===== config.mk =====
export PLATFORM = sky130hd
export DESIGN_NAME = uart_bus_host
export DESIGN_NICKNAME = d
export VERILOG_FILES = /design/src/rtl/uart_bus_host.sv
export SDC_FILE = /design/constraint.sdc
export NUM_CORES = 1
export LEC_CHECK = 0
export BUFFER_PORTS_ARGS = -buffer_cell sky130_fd_sc_hd__buf_2
export CAP_MARGIN = 40
export CELL_PAD_IN_SITES_DETAIL_PLACEMENT = 0
export CELL_PAD_IN_SITES_GLOBAL_PLACEMENT = 1
export CORE_MARGIN = 2
export CORE_UTILIZATION = 35
export CTS_CLUSTER_SIZE = 28
export DETAILED_ROUTE_END_ITERATION = 7
export PLACE_DENSITY = 0.86
export REMOVE_ABC_BUFFERS = 1
export SLEW_MARGIN = 20
export SYNTH_ARGS = -nofsm -noshare
export SYNTH_HDL_FRONTEND = slang
export SYNTH_SLANG_ARGS = --single-unit

===== constraint.sdc =====
create_clock -name clk_i -period 3.23 [get_ports clk_i]
set_clock_uncertainty 0.15 [all_clocks]
set_input_delay 0.646 -clock clk_i [delete_from_list [all_inputs] [get_ports clk_i]]
set_output_delay 0.646 -clock clk_i [all_outputs]
set_load 0.03 [all_outputs]

===== src/rtl/uart_bus_host.sv =====
// rtl/uart_bus_host.sv - bus initiator driving the memory-mapped UART peripheral (tx stream in, rx pulses out)
module uart_bus_host #(
  parameter logic [31:0] CTRL_ADDR    = 32'h0000_0000,
  parameter logic [31:0] TXD_ADDR     = 32'h0000_0008,
  parameter logic [31:0] RXD_ADDR     = 32'h0000_000C,
  parameter int          POLL_DIV     = 16,
  parameter int          SEND_TIMEOUT = 100000
) (
  input  logic        clk_i,
  input  logic        reset_i,
  output logic        we_o,
  output logic [31:0] address_o,
  output logic [31:0] data_o,
  input  logic [31:0] data_i,
  input  logic [7:0]  tx_data_i,
  input  logic        tx_valid_i,
  output logic        tx_ready_o,
  output logic [7:0]  rx_data_o,
  output logic        rx_valid_o,
  output logic        tx_err_o,
  output logic        busy_o
);

  typedef enum logic [2:0] {
    IDLE, WR_TXD, WR_SEND, WAIT_SEND, ABORT, RD_CTRL, RD_RXD, CLR_NEW
  } state_t;

  localparam int PW = $clog2(POLL_DIV) + 1;
  localparam int TW = $clog2(SEND_TIMEOUT) + 1;
  localparam logic [PW-1:0] POLL_LAST = PW'(POLL_DIV - 1);
  localparam logic [TW-1:0] TO_LAST   = TW'(SEND_TIMEOUT);

  state_t        state_q, state_d;
  logic [PW-1:0] poll_cnt_q, poll_cnt_d;
  logic [TW-1:0] to_cnt_q, to_cnt_d;
  logic [7:0]    tx_byte_q, tx_byte_d;
  logic          pend_new_q, pend_new_d;
  logic          ctrl_bit0_q, ctrl_bit0_d;
  logic          rd_phase_q, rd_phase_d;
  logic          we_q, we_d;
  logic [31:0]   address_q, address_d;
  logic [31:0]   data_q, data_d;
  logic [7:0]    rx_data_q, rx_data_d;
  logic          rx_valid_q, rx_valid_d;
  logic          tx_err_q, tx_err_d;
  logic          busy_q, busy_d;
  logic          tx_ready_q, tx_ready_d;
  logic          tx_fire;
  logic          unused_data;

  assign unused_data = ^data_i[31:8];
  assign tx_fire     = tx_valid_i && tx_ready_q && (state_q == IDLE);

  always_comb begin
    state_d     = state_q;
    poll_cnt_d  = poll_cnt_q;
    to_cnt_d    = to_cnt_q;
    tx_byte_d   = tx_byte_q;
    pend_new_d  = pend_new_q;
    ctrl_bit0_d = ctrl_bit0_q;
    rd_phase_d  = 1'b0;
    rx_data_d   = rx_data_q;
    address_d   = address_q;
    data_d      = data_q;
    we_d        = 1'b0;
    rx_valid_d  = 1'b0;
    tx_err_d    = 1'b0;

    case (state_q)
      IDLE: begin
        if (tx_fire) begin
          // A poll that expires on the handshake cycle stays pending for the return to IDLE.
          tx_byte_d = tx_data_i;
          state_d   = WR_TXD;
          if (poll_cnt_q != POLL_LAST) poll_cnt_d = poll_cnt_q + 1'b1;
        end else if (pend_new_q || poll_cnt_q == POLL_LAST) begin
          poll_cnt_d = '0;
          state_d    = RD_CTRL;
        end else begin
          poll_cnt_d = poll_cnt_q + 1'b1;
        end
      end
      WR_TXD:  state_d = WR_SEND;
      WR_SEND: begin
        to_cnt_d = '0;
        state_d  = WAIT_SEND;
      end
      WAIT_SEND: begin
        if (!rd_phase_q) begin
          rd_phase_d = 1'b1;
        end else begin
          pend_new_d = pend_new_q | data_i[1];
          if (!data_i[0]) begin
            state_d = IDLE;
          end else begin
            to_cnt_d = to_cnt_q + 1'b1;
            if (to_cnt_d == TO_LAST) state_d = ABORT;
          end
        end
      end
      ABORT: state_d = IDLE;
      RD_CTRL: begin
        if (!rd_phase_q) begin
          rd_phase_d = 1'b1;
        end else begin
          pend_new_d  = 1'b0;
          ctrl_bit0_d = data_i[0];
          state_d     = data_i[1] ? RD_RXD : IDLE;
        end
      end
      RD_RXD: begin
        if (!rd_phase_q) begin
          rd_phase_d = 1'b1;
        end else begin
          rx_data_d = data_i[7:0];
          state_d   = CLR_NEW;
        end
      end
      CLR_NEW: state_d = IDLE;
      default: state_d = IDLE;
    endcase

    // Bus outputs are registered, so they follow the state being entered.
    case (state_d)
      WR_TXD: begin
        we_d = 1'b1; address_d = TXD_ADDR; data_d = {24'b0, tx_byte_d};
      end
      WR_SEND: begin
        we_d = 1'b1; address_d = CTRL_ADDR; data_d = 32'h1;
      end
      ABORT: begin
        we_d = 1'b1; address_d = CTRL_ADDR; data_d = 32'h0; tx_err_d = 1'b1;
      end
      CLR_NEW: begin
        we_d = 1'b1; address_d = CTRL_ADDR; data_d = {31'b0, ctrl_bit0_q}; rx_valid_d = 1'b1;
      end
      WAIT_SEND, RD_CTRL: address_d = CTRL_ADDR;
      RD_RXD:             address_d = RXD_ADDR;
      default: ;
    endcase

    busy_d     = (state_d != IDLE);
    tx_ready_d = (state_d == IDLE);
  end

  always_ff @(posedge clk_i or negedge reset_i) begin
    if (!reset_i) begin
      state_q     <= IDLE;
      poll_cnt_q  <= '0;
      to_cnt_q    <= '0;
      tx_byte_q   <= '0;
      pend_new_q  <= 1'b0;
      ctrl_bit0_q <= 1'b0;
      rd_phase_q  <= 1'b0;
      we_q        <= 1'b0;
      address_q   <= '0;
      data_q      <= '0;
      rx_data_q   <= '0;
      rx_valid_q  <= 1'b0;
      tx_err_q    <= 1'b0;
      busy_q      <= 1'b0;
      tx_ready_q  <= 1'b0;
    end else begin
      state_q     <= state_d;
      poll_cnt_q  <= poll_cnt_d;
      to_cnt_q    <= to_cnt_d;
      tx_byte_q   <= tx_byte_d;
      pend_new_q  <= pend_new_d;
      ctrl_bit0_q <= ctrl_bit0_d;
      rd_phase_q  <= rd_phase_d;
      we_q        <= we_d;
      address_q   <= address_d;
      data_q      <= data_d;
      rx_data_q   <= rx_data_d;
      rx_valid_q  <= rx_valid_d;
      tx_err_q    <= tx_err_d;
      busy_q      <= busy_d;
      tx_ready_q  <= tx_ready_d;
    end
  end

  assign we_o       = we_q;
  assign address_o  = address_q;
  assign data_o     = data_q;
  assign rx_data_o  = rx_data_q;
  assign rx_valid_o = rx_valid_q;
  assign tx_err_o   = tx_err_q;
  assign busy_o     = busy_q;
  assign tx_ready_o = tx_ready_q;

endmodule

==> results of run 1 <==
==> report_power, final <==
group          internal (uW)  switching, uW
clock                    174            221
combinational            215            537
sequential               764            121
==> worst paths after layout <==
check	startpoint	endpoint	slack [ns]	depth (start not counted)
max	to_cnt_q[0]	data_o[2]	0.38	9
min	reset_i	address_o[3]	0.31	2
max reg2reg	to_cnt_q[0]	data_o[2]	0.38	9
min reg2reg	rx_data_o[4]	rx_data_o[4]	0.33	2
max in group asynchronous	reset_i	to_cnt_q[2]	2.18	2
min in group clk_i	rx_data_o[4]	rx_data_o[4]	0.33	2
==> state kept, by name, summed over array words and instances (netlist names) <==
name / count
to_cnt_q: 18
data_o: 8
rx_data_o: 8
poll_cnt_q: 5
state_q: 3
address_o: 2
busy_o: 1
ctrl_bit0_q: 1
pend_new_q: 1
rd_phase_q: 1
rx_valid_o: 1
tx_err_o: 1
tx_ready_o: 1
we_o: 1
==> final cells by class <==
type,instances,area share
Clock inverter,2,0.00437
Multi-Input combinational cell,300,0.466
Timing Repair Buffer,47,0.0729
Sequential cell,52,0.379
Tap cell,111,0.0404
Clock buffer,6,0.0240
Inverter,12,0.0131
==> Yosys cell counts, types with 6 or more instances <==
library cell               number
sky130_fd_sc_hd__nor3_1         7
sky130_fd_sc_hd__clkbuf_1      12
sky130_fd_sc_hd__nand4_1        7
sky130_fd_sc_hd__dfrtp_1       52
sky130_fd_sc_hd__a22o_1         8
sky130_fd_sc_hd__nor2_1        16
sky130_fd_sc_hd__a21oi_1       20
sky130_fd_sc_hd__inv_1         12
sky130_fd_sc_hd__nor2b_1        6
sky130_fd_sc_hd__buf_4         54
sky130_fd_sc_hd__nand2_1       72
sky130_fd_sc_hd__nand3_1       13
sky130_fd_sc_hd__o21ai_0       35
==> kinds of logic after synthesis <==
group | after synthesis | share of synthesized area
muxes | 3 | 0.00970
buffers and inverters | 83 | 0.161
AOI/OAI and AO/OA | 84 | 0.158
DFF | 52 | 0.404
and+or+nand+nor | 152 | 0.244
xor gates and xnor gates | 4 | 0.0109
other | 1 | 0.00116
adders and majority gates | 3 | 0.0116
==> metal layers <==
metal	vias up	track usage
met5	-	0
met3	4	0.0292
met2	70	0.216
met4	0	0.0316
met1	1210	0.174
li1	1285	-
==> stage by stage <==
step | instance area [um2] | cells | setup slack (ns)
final | 3430 | 530 | 0.384
after global routing | 3430 | 530 | 0.0927
after CTS | 3430 | 530 | 0.411
after detailed placement | 3340 | 522 | 0.440
after global placement | 3340 | 522 | 0.482
after floorplan | 2950 | 364 | 0.626
==> Flow_metrics.wiki, run 1 <==
{| class="wikitable"
! Metric !! Value
|-
| Post-route DRC violation count || 0
|-
| Leakage power || 0.00161 uW
|-
| Most frequent standard cell in the layout excluding fill and tap cells || sky130_fd_sc_hd__nand2_1
|-
| Number of synthesized flops with an enable pin || 0
|-
| Arrival time at the worst endpoint || between 2 and 3 ns
|-
| Hold Fails Final Rpt || 0
|-
| Worst setup EP type || register
|-
| Wl on met1 || 3140 um
|-
| GRT Total Usage || 0.130
|-
| Worst IR Drop VDD || 0.249 mV
|-
| RSZ-0062 raised after global routing || no
|-
| Post-CTS setup-driven buffer insertion count || 0
|-
| Antenna violations before repair || 0
|-
| Sinks on Clock Net || between 50 and 60
|-
| Number of buffer cells added on primary ports || 41
|-
| Row count || 35
|-
| Per-cell via count in the routed design || 4.85
|-
| Max cap viols || 0
|-
| Post-synthesis instance total || 382
|-
| Detailed Route WL || around 6600 um
|-
| Vias in the first global route || ~2200
|-
| Final ANT Viol Nets || 0
|-
| TritonCTS clock tree || built
|-
| First-pass GRT wire length || 10600 um
|-
| CP Cell Sequence || ha_1 -> nand4_2 -> nor2_1 -> nand3_1 -> a22oi_1 -> nor4_4 -> buf_4 -> nor4_4 -> a22o_1
|-
| Layout cell share with drive strength beyond 1 || 0.162
|-
| Async set or reset register ratio after synthesis || 1.00
|-
| Seq. cell area || 1300 um2
|-
| Critical path buffers and inverters || 1
|-
| Count of synthesis-stage warnings from yosys || 0
|-
| Largest net degree at the start of global routing || 53
|-
| Final-report setup violation count || 0
|-
| Cell type with the highest aggregate area in the netlist || sky130_fd_sc_hd__dfrtp_1
|-
| Top layer reached by signal wires || met4
|-
| Highest clock rate || approximately 350 MHz
|-
| Ratio of final minimum period to clock period || 0.881
|-
| Clock buffers created by TritonCTS || 5
|-
| Top post-synthesis cells by area || sky130_fd_sc_hd__dfrtp_1 (40%), sky130_fd_sc_hd__buf_4 (13%), sky130_fd_sc_hd__nand2_1 (8.4%)
|-
| Share of the yosys chip area belonging to registers || 0.404
|-
| Number of levels in the clock H-tree || 2
|-
| Final Critical Period || 2.85 ns
|-
| Overall die area || 9990 um2
|-
| Per-instance average area after synthesis || 8.44 um2
|-
| Initial Util || 0.356
|-
| Met3 layer wire length in the routed design || ~320 um
|-
| Count of distinct cell types in the synthesized netlist || 54
|-
| Delay of the slowest cell on the worst path || between 0.4 and 0.5 ns
|-
| Resize count post-CTS || 0
|-
| Placer Congestion || 0.872
|-
| Number of nets in the final layout || 464
|-
| Sum of overflow across all layers after global routing || 0
|-
| Combined area of all synthesized cells || 3220 um2
|-
| Dominant synthesized flop cell || sky130_fd_sc_hd__dfrtp_1
|-
| Normalized max-slew margin || 0.443
|-
| Class of the tightest hold or removal check || input pin to asynchronous set/reset pin
|-
| Starting DRC count in detailed routing || 149
|-
| Area of the multi-input gates || 1600 um2
|-
| Detail-routed net length per standard cell || 12.4 um
|-
| Worst slew pin tran || 0.832 ns
|-
| Endpoint required time on the critical path || about 3.3 ns
|-
| Diodes inserted || 0
|-
| Clk slew on worst S/H paths || approximately 0.10 ns
|-
| Maximum fanout along the worst path || 9
|-
| Clk_lat worst skew || 0.30 ns
|-
| Via count || around 2600
|-
| Die outline height || 100 um
|-
| Core footprint || 9060 um2
|-
| Clock root cell || sky130_fd_sc_hd__clkbuf_8
|-
| Commonest cells after routing, fill and taps aside || sky130_fd_sc_hd__nand2_1 (72), sky130_fd_sc_hd__conb_1 (54), sky130_fd_sc_hd__dfrtp_1 (52)
|-
| Crit path kind || register to register
|-
| Number of filler cells placed in the layout || 942
|-
| Post-layout util || 0.379
|-
| Final Max Tran Viols || 0
|-
| Portion of synthesized cell area occupied by the leading cell type || 0.404
|-
| Die outline width || 100 um
|-
| Post-layout power || 2030 uW
|-
| Register bit total from synthesis || 52
|-
| Most prevalent standard cell on the critical path || sky130_fd_sc_hd__nor4_4
|-
| Delay-heaviest family, CP || simple AND/OR/NAND/NOR gates
|-
| DPL Wire Length || 4650 um
|-
| Nature of the critical path startpoint || register
|-
| Number of buffers inserted for hold repair after clock tree synthesis || 0
|-
| I/O Pins || 120
|-
| Final sum of negative setup slack || 0 ns
|-
| Met2 wire length || 3070 um
|-
| CTS Buffer Depth || 2
|-
| Layout overhead on the synthesized area || 6.56%
|-
| Final hold slack || 0.307 ns
|-
| Power density cells || 591 nW/um2
|-
| Number of optimization iterations in the first detailed-route pass || 4
|-
| Cell type of the slowest stage on the worst timing path || sky130_fd_sc_hd__nor4_4
|-
| Run status || finished, final reports clean
|}
Note: power is estimated with default switching activity, not from simulation.
==> inputs of run 2 (changes only) <==
--- a/config.mk
+++ b/config.mk
@@ -5,7 +5,7 @@
 export SDC_FILE = /design/constraint.sdc
 export NUM_CORES = 1
 export LEC_CHECK = 0
-export BUFFER_PORTS_ARGS = -buffer_cell sky130_fd_sc_hd__buf_2
+export BUFFER_PORTS_ARGS = -buffer_cell sky130_fd_sc_hd__buf_4
 export CAP_MARGIN = 40
 export CELL_PAD_IN_SITES_DETAIL_PLACEMENT = 0
 export CELL_PAD_IN_SITES_GLOBAL_PLACEMENT = 1
@@ -15,6 +15,7 @@
 export DETAILED_ROUTE_END_ITERATION = 7
 export PLACE_DENSITY = 0.86
 export REMOVE_ABC_BUFFERS = 1
+export SETUP_SLACK_MARGIN = 0.1
 export SLEW_MARGIN = 20
 export SYNTH_ARGS = -nofsm -noshare
 export SYNTH_HDL_FRONTEND = slang
==> constraint.sdc (replaced) <==
create_clock -name clk_i -period 3.23 [get_ports clk_i]
set_clock_uncertainty 0.15 [all_clocks]
set_input_delay 0.4845 -clock clk_i [delete_from_list [all_inputs] [get_ports clk_i]]
set_output_delay 0.4845 -clock clk_i [all_outputs]
set_load 0.03 [all_outputs]
==> run 2 against run 1 <==
Fmax down 0.13%. Critical endpoint unchanged. Via count up 2.5%. First-iteration DRC count up 27%. Global-route usage up 0.44 points.
==> Flow_metrics.wiki, run 2 (synthesis results as in run 1) <==
{| class="wikitable"
! Metric !! Value
|-
| Top reg by flops || to_cnt_q
|-
| Maximum fanout along the worst path || 9
|-
| Final Max Tran Viols || 0
|-
| Power density cells || between 600 and 700 nW/um2
|-
| Clock buffers created by TritonCTS || 5
|-
| Clk slew on worst S/H paths || 0.10 ns
|-
| Post-Layout Inst Area || 3560 um2
|-
| TritonCTS clock tree || built
|-
| I/O Pins || 120
|-
| Run status || finished, final reports clean
|-
| Post-route DRC violation count || 0
|-
| CTS Buffer Depth || 2
|-
| Worst setup EP type || register
|-
| Normalized max-slew margin || 0.561
|-
| Placed cell area || ~3400 um2
|-
| Placer Congestion || 0.862
|-
| Clk_lat worst skew || 0.31 ns
|-
| Number of levels in the clock H-tree || 2
|-
| Sinks on Clock Net || 52
|-
| Combinational group share of total power || 0.360
|-
| Net Sw Frac || 0.406
|-
| Highest clock rate || between 300 and 400 MHz
|-
| Nature of the critical path startpoint || register
|-
| Max cap viols || 0
|-
| Sum of overflow across all layers after global routing || 0
|-
| Clock root cell || sky130_fd_sc_hd__clkbuf_8
|-
| Final ANT Viol Nets || 0
|-
| Per-cell via count in the routed design || between 4 and 5
|-
| Hold Fails Final Rpt || 0
|-
| Final-report setup violation count || 0
|-
| Power Internal || 1300 uW
|-
| Leakage power || ~0.0017 uW
|-
| Number of optimization iterations in the first detailed-route pass || 4
|-
| Clock network fraction of design power || 0.227
|-
| Resize count post-CTS || 0
|-
| Largest net degree at the start of global routing || between 50 and 60
|-
| Initial Util || 0.356
|-
| Diodes inserted || 0
|-
| GRT Total Usage || 0.135
|-
| Total net switching power || slightly below 900 uW
|-
| Class of the tightest hold or removal check || input pin to asynchronous set/reset pin
|-
| Die outline height || 100 um
|-
| Overall die area || 9990 um2
|-
| Die outline width || 100 um
|-
| Starting DRC count in detailed routing || 189
|-
| Core footprint || 9060 um2
|-
| Sequential share of power || 0.413
|-
| Final hold slack || 0.0548 ns
|-
| Final sum of negative setup slack || 0 ns
|-
| Worst slew pin tran || 0.654 ns
|-
| Most frequent standard cell in the layout excluding fill and tap cells || sky130_fd_sc_hd__nand2_1
|-
| Post-CTS setup-driven buffer insertion count || 0
|-
| Layout overhead on the synthesized area || 10.4%
|-
| Antenna violations before repair || 0
|-
| Layout cell share with drive strength beyond 1 || 0.160
|-
| Post-layout util || 0.393
|-
| Detailed Route WL || 6750 um
|-
| RSZ-0062 raised after global routing || no
|-
| Detail-routed net length per standard cell || 12.8 um
|-
| Vias in the first global route || 2407
|-
| Number of buffers inserted for hold repair after clock tree synthesis || 0
|-
| Number of nets in the final layout || 463
|-
| Flip-flop count of the largest register after layout || 18
|-
| Number of buffer cells added on primary ports || 41
|-
| Via count || approximately 2600
|-
| Arrival time at the worst endpoint || ~3 ns
|-
| Row count || 35
|-
| DPL Wire Length || 4770 um
|-
| Endpoint required time on the critical path || 3.32 ns
|-
| Worst IR Drop VDD || 0.200 mV
|-
| Final Critical Period || roughly 2.9 ns
|-
| Ratio of final minimum period to clock period || 0.882
|-
| Crit path kind || register to register
|-
| Commonest cells after routing, fill and taps aside || sky130_fd_sc_hd__nand2_1 (72), sky130_fd_sc_hd__conb_1 (54), sky130_fd_sc_hd__dfrtp_1 (52)
|-
| First-pass GRT wire length || 11200 um
|}
==> run 2: critical path, stage by stage, from the launching register on <==
cell	delay [ns]
sky130_fd_sc_hd__dfrtp_1	0.47
sky130_fd_sc_hd__ha_1	0.24
sky130_fd_sc_hd__nand4_2	0.18
sky130_fd_sc_hd__nor2_1	0.21
sky130_fd_sc_hd__nand3_1	0.15
sky130_fd_sc_hd__a22oi_1	0.39
sky130_fd_sc_hd__nor4_4	0.09
sky130_fd_sc_hd__buf_4	0.18
sky130_fd_sc_hd__nor4_4	0.50
sky130_fd_sc_hd__a22o_1	0.22
==> run 2: layout make-up <==
cell class	instances	area, um2
fill	917	5510
multi-input combinational	300	1600
sequential	52	1300
timing repair buffer	46	345
tap	111	139
clock buffer	7	96.3
inverter	12	45.0
clock inverter	1	30.0
==> run 2: power by group through the flow <==
stage	clock network (uW)	registers [uW]	logic [uW]
after floorplan	0	1020	410
after global placement	0	908	772
after detailed placement	0	914	781
after CTS	509	901	784
after global routing	528	924	871
final	496	902	784
==> run 2: final timing paths <==
path                                   start      endpoint  slack, ns  cells past startpoint
min in group clk_i                 data_i[4]  rx_data_o[4]       0.22                      3
worst min-delay path                 reset_i    state_q[1]       0.05                      1
max in group asynchronous            reset_i      tx_err_o       2.44                      1
worst max register to register   to_cnt_q[0]     data_o[2]       0.38                      9
worst min register to register  rx_data_o[3]  rx_data_o[3]       0.33                      2
worst max-delay path             to_cnt_q[0]     data_o[2]       0.38                      9
==> run 2: layer usage <==
metal / GRT usage / up-vias / wire [um]
met1: 0.175 / 1284 / 3120
li1: - / 1283 / -
met4: 0.0390 / 0 / 63
met5: 0 / - / 0
met3: 0.0251 / 6 / 251
met2: 0.230 / 59 / 3310
==> run 2: stage by stage <==
stage / instances / total power, uW / setup slack, ns
after floorplan: 364 / 1430 / 0.626
final: 529 / 2180 / 0.380
after global placement: 520 / 1680 / 0.469
after global routing: 529 / 2320 / 0.118
after detailed placement: 520 / 1700 / 0.428
after CTS: 528 / 2190 / 0.407
==> inputs of run 3 (changes only) <==
--- a/config.mk
+++ b/config.mk
@@ -9,6 +9,7 @@
 export CAP_MARGIN = 40
 export CELL_PAD_IN_SITES_DETAIL_PLACEMENT = 0
 export CELL_PAD_IN_SITES_GLOBAL_PLACEMENT = 1
+export CORE_ASPECT_RATIO = 0.75
 export CORE_MARGIN = 2
 export CORE_UTILIZATION = 35
 export CTS_CLUSTER_SIZE = 28
==> run 3 against run 2 <==
Global-route usage rose by 1.0 points. Critical path depth did not move. Utilization rose by 0.83 points. Routed wire length rose by 5.6%. Total power rose by 8.9%. Non-clock buffer count fell by 1. Flip-flop and latch count did not move. Sequential share of layout area fell by 0.53 points. Fmax fell by 2.1%. Register-to-register slack got worse by 0.06 ns. Critical endpoint is now data_o[0]. Highest routed layer unchanged.
==> Flow_metrics.wiki, run 3 (synthesis results as in run 1) <==
{| class="wikitable"
! Metric !! Value
|-
| Clock root cell || sky130_fd_sc_hd__clkbuf_16
|-
| Post-CTS setup-driven buffer insertion count || 0
|-
| Starting DRC count in detailed routing || 154
|-
| Largest net degree at the start of global routing || 53
|-
| Die outline width || 115 um
|-
| Critical path buffers and inverters || 1
|-
| Final ANT Viol Nets || 0
|-
| Top layer reached by signal wires || met4
|-
| Worst setup EP type || register
|-
| I/O Pins || 120
|-
| Cell type of the slowest stage on the worst timing path || sky130_fd_sc_hd__nor4_4
|-
| Sum of overflow across all layers after global routing || 0
|-
| Placed cells || 520
|-
| Crit path kind || register to register
|-
| Layout cell share with drive strength beyond 1 || 0.156
|-
| Layout overhead on the synthesized area || 12.0%
|-
| Met3 layer wire length in the routed design || 507 um
|-
| Resize count post-CTS || 0
|-
| Final instance count without filler cells || between 500 and 600
|-
| CTS Buffer Depth || 2
|-
| Final sum of negative setup slack || 0 ns
|-
| CP Cell Sequence || ha_1 -> nand4_2 -> buf_4 -> nor2_1 -> nand3_1 -> a22oi_1 -> nor4_4 -> nor4_4 -> a21oi_1
|-
| Most prevalent standard cell on the critical path || sky130_fd_sc_hd__nor4_4
|-
| Core footprint || between 9000 and 10000 um2
|-
| Post-layout util || 0.401
|-
| Power density cells || 658 nW/um2
|-
| Delay of the slowest cell on the worst path || 0.58 ns
|-
| Class of the tightest hold or removal check || input pin to asynchronous set/reset pin
|-
| Commonest cells after routing, fill and taps aside || sky130_fd_sc_hd__nand2_1 (72), sky130_fd_sc_hd__conb_1 (54), sky130_fd_sc_hd__dfrtp_1 (52)
|-
| Normalized max-slew margin || 0.556
|-
| Hold Fails Final Rpt || 0
|-
| Per-cell via count in the routed design || ~5
|-
| Final Max Tran Viols || 0
|-
| DPL Wire Length || 4960 um
|-
| Ratio of final minimum period to clock period || 0.901
|-
| Maximum fanout along the worst path || 9
|-
| Vias in the first global route || 2337
|-
| Nature of the critical path startpoint || register
|-
| Leakage power || 0.00168 uW
|-
| Run status || finished, final reports clean
|-
| Final Critical Period || 2.91 ns
|-
| Max cap viols || 0
|-
| Number of nets in the final layout || 462
|-
| Number of levels in the clock H-tree || 2
|-
| Detailed Route WL || about 7100 um
|-
| First-pass GRT wire length || about 12000 um
|-
| Endpoint required time on the critical path || around 3.2 ns
|-
| Clk slew on worst S/H paths || 0.07 ns
|-
| Overall die area || approximately 10000 um2
|-
| Setup WS post-layout || roughly 0.32 ns
|-
| Worst slew pin tran || around 0.66 ns
|-
| Clock buffers created by TritonCTS || 5
|-
| Diodes inserted || 0
|-
| RSZ-0062 raised after global routing || no
|-
| Highest clock rate || roughly 340 MHz
|-
| Met2 wire length || 3160 um
|-
| Delay-heaviest family, CP || simple AND/OR/NAND/NOR gates
|-
| Post-layout power || 2380 uW
|-
| Initial Util || 0.358
|-
| Arrival time at the worst endpoint || slightly below 3 ns
|-
| Die outline height || 87.1 um
|-
| Top reg by flops || to_cnt_q
|-
| Worst IR Drop VDD || 0.302 mV
|-
| TritonCTS clock tree || built
|-
| Post-route DRC violation count || 0
|-
| Number of buffer cells added on primary ports || slightly above 40
|-
| Via count || 2641
|-
| Clk_lat worst skew || 0.29 ns
|-
| Antenna violations before repair || 0
|-
| Final-report setup violation count || 0
|-
| Most frequent standard cell in the layout excluding fill and tap cells || sky130_fd_sc_hd__nand2_1
|-
| Flip-flop count of the largest register after layout || 18
|-
| Placer Congestion || 0.840
|-
| Wl on met1 || about 3400 um
|-
| Pre-CTS WS || 0.359 ns
|-
| Row count || 30
|-
| Sinks on Clock Net || 52
|-
| Number of optimization iterations in the first detailed-route pass || 4
|-
| GRT Total Usage || 0.145
|-
| Detail-routed net length per standard cell || 13.5 um
|-
| Number of buffers inserted for hold repair after clock tree synthesis || 0
|}
## run 3: cell types whose count changed in the layout (fill, tap and decap cells not counted)
cell	before	now
sky130_fd_sc_hd__bufinv_16	1	2
sky130_fd_sc_hd__clkbuf_8	7	0
sky130_fd_sc_hd__clkbuf_16	0	5
sky130_fd_sc_hd__buf_4	46	45
## run 3: where the power goes
group / leakage, uW / internal, uW / switching [uW]
clock network: 0.0000899 / 440 / 238
logic: 0.000919 / 257 / 537
registers: 0.000667 / 765 / 139
total: 0.00168 / 1460 / 915
## run 3: final timing paths
check,from,end,slack (ns),cells past startpoint
worst min-delay path,reset_i,to_cnt_q[3],0.08,1
min in group clk_i,data_i[2],rx_data_o[2],0.24,3
worst min register to register,rx_data_o[1],rx_data_o[1],0.33,2
worst max register to register,to_cnt_q[0],data_o[0],0.32,9
max in group asynchronous,reset_i,rx_data_o[5],2.41,1
worst max-delay path,to_cnt_q[0],data_o[0],0.32,9
## run 3: through the flow
step / cell area [um2] / hold WS [ns]
4_1_cts: 3600 / 0.121
3_5_place_dp: 3420 / 0.314
2_1_floorplan: 2950 / 0.0389
5_1_grt: 3610 / 0.152
6_report: 3610 / 0.0828
3_3_place_gp: 3420 / 0.311
## run 3: layout make-up
type	count	area [um2]
flip-flops and latches	52	1300
repair buffers	45	338
clock inverters	2	60.1
well taps	112	140
fillers	896	5400
inverters	12	45.0
clock buffers	5	125
multi-input cells	300	1600
## run 3: worst register-to-register path, cell delays in order (launching register included)
cell and delay, ns:
sky130_fd_sc_hd__dfrtp_1 0.47, sky130_fd_sc_hd__ha_1 0.23, sky130_fd_sc_hd__nand4_2 0.14, sky130_fd_sc_hd__buf_4 0.19, sky130_fd_sc_hd__nor2_1 0.19, sky130_fd_sc_hd__nand3_1 0.17, sky130_fd_sc_hd__a22oi_1 0.35, sky130_fd_sc_hd__nor4_4 0.14
sky130_fd_sc_hd__nor4_4 0.58, sky130_fd_sc_hd__a21oi_1 0.16
## run 3: layer usage
metal,global-route usage,up-vias
met5,0,-
met4,0.0449,0
met3,0.0292,4
met2,0.219,99
met1,0.209,1255
li1,-,1283
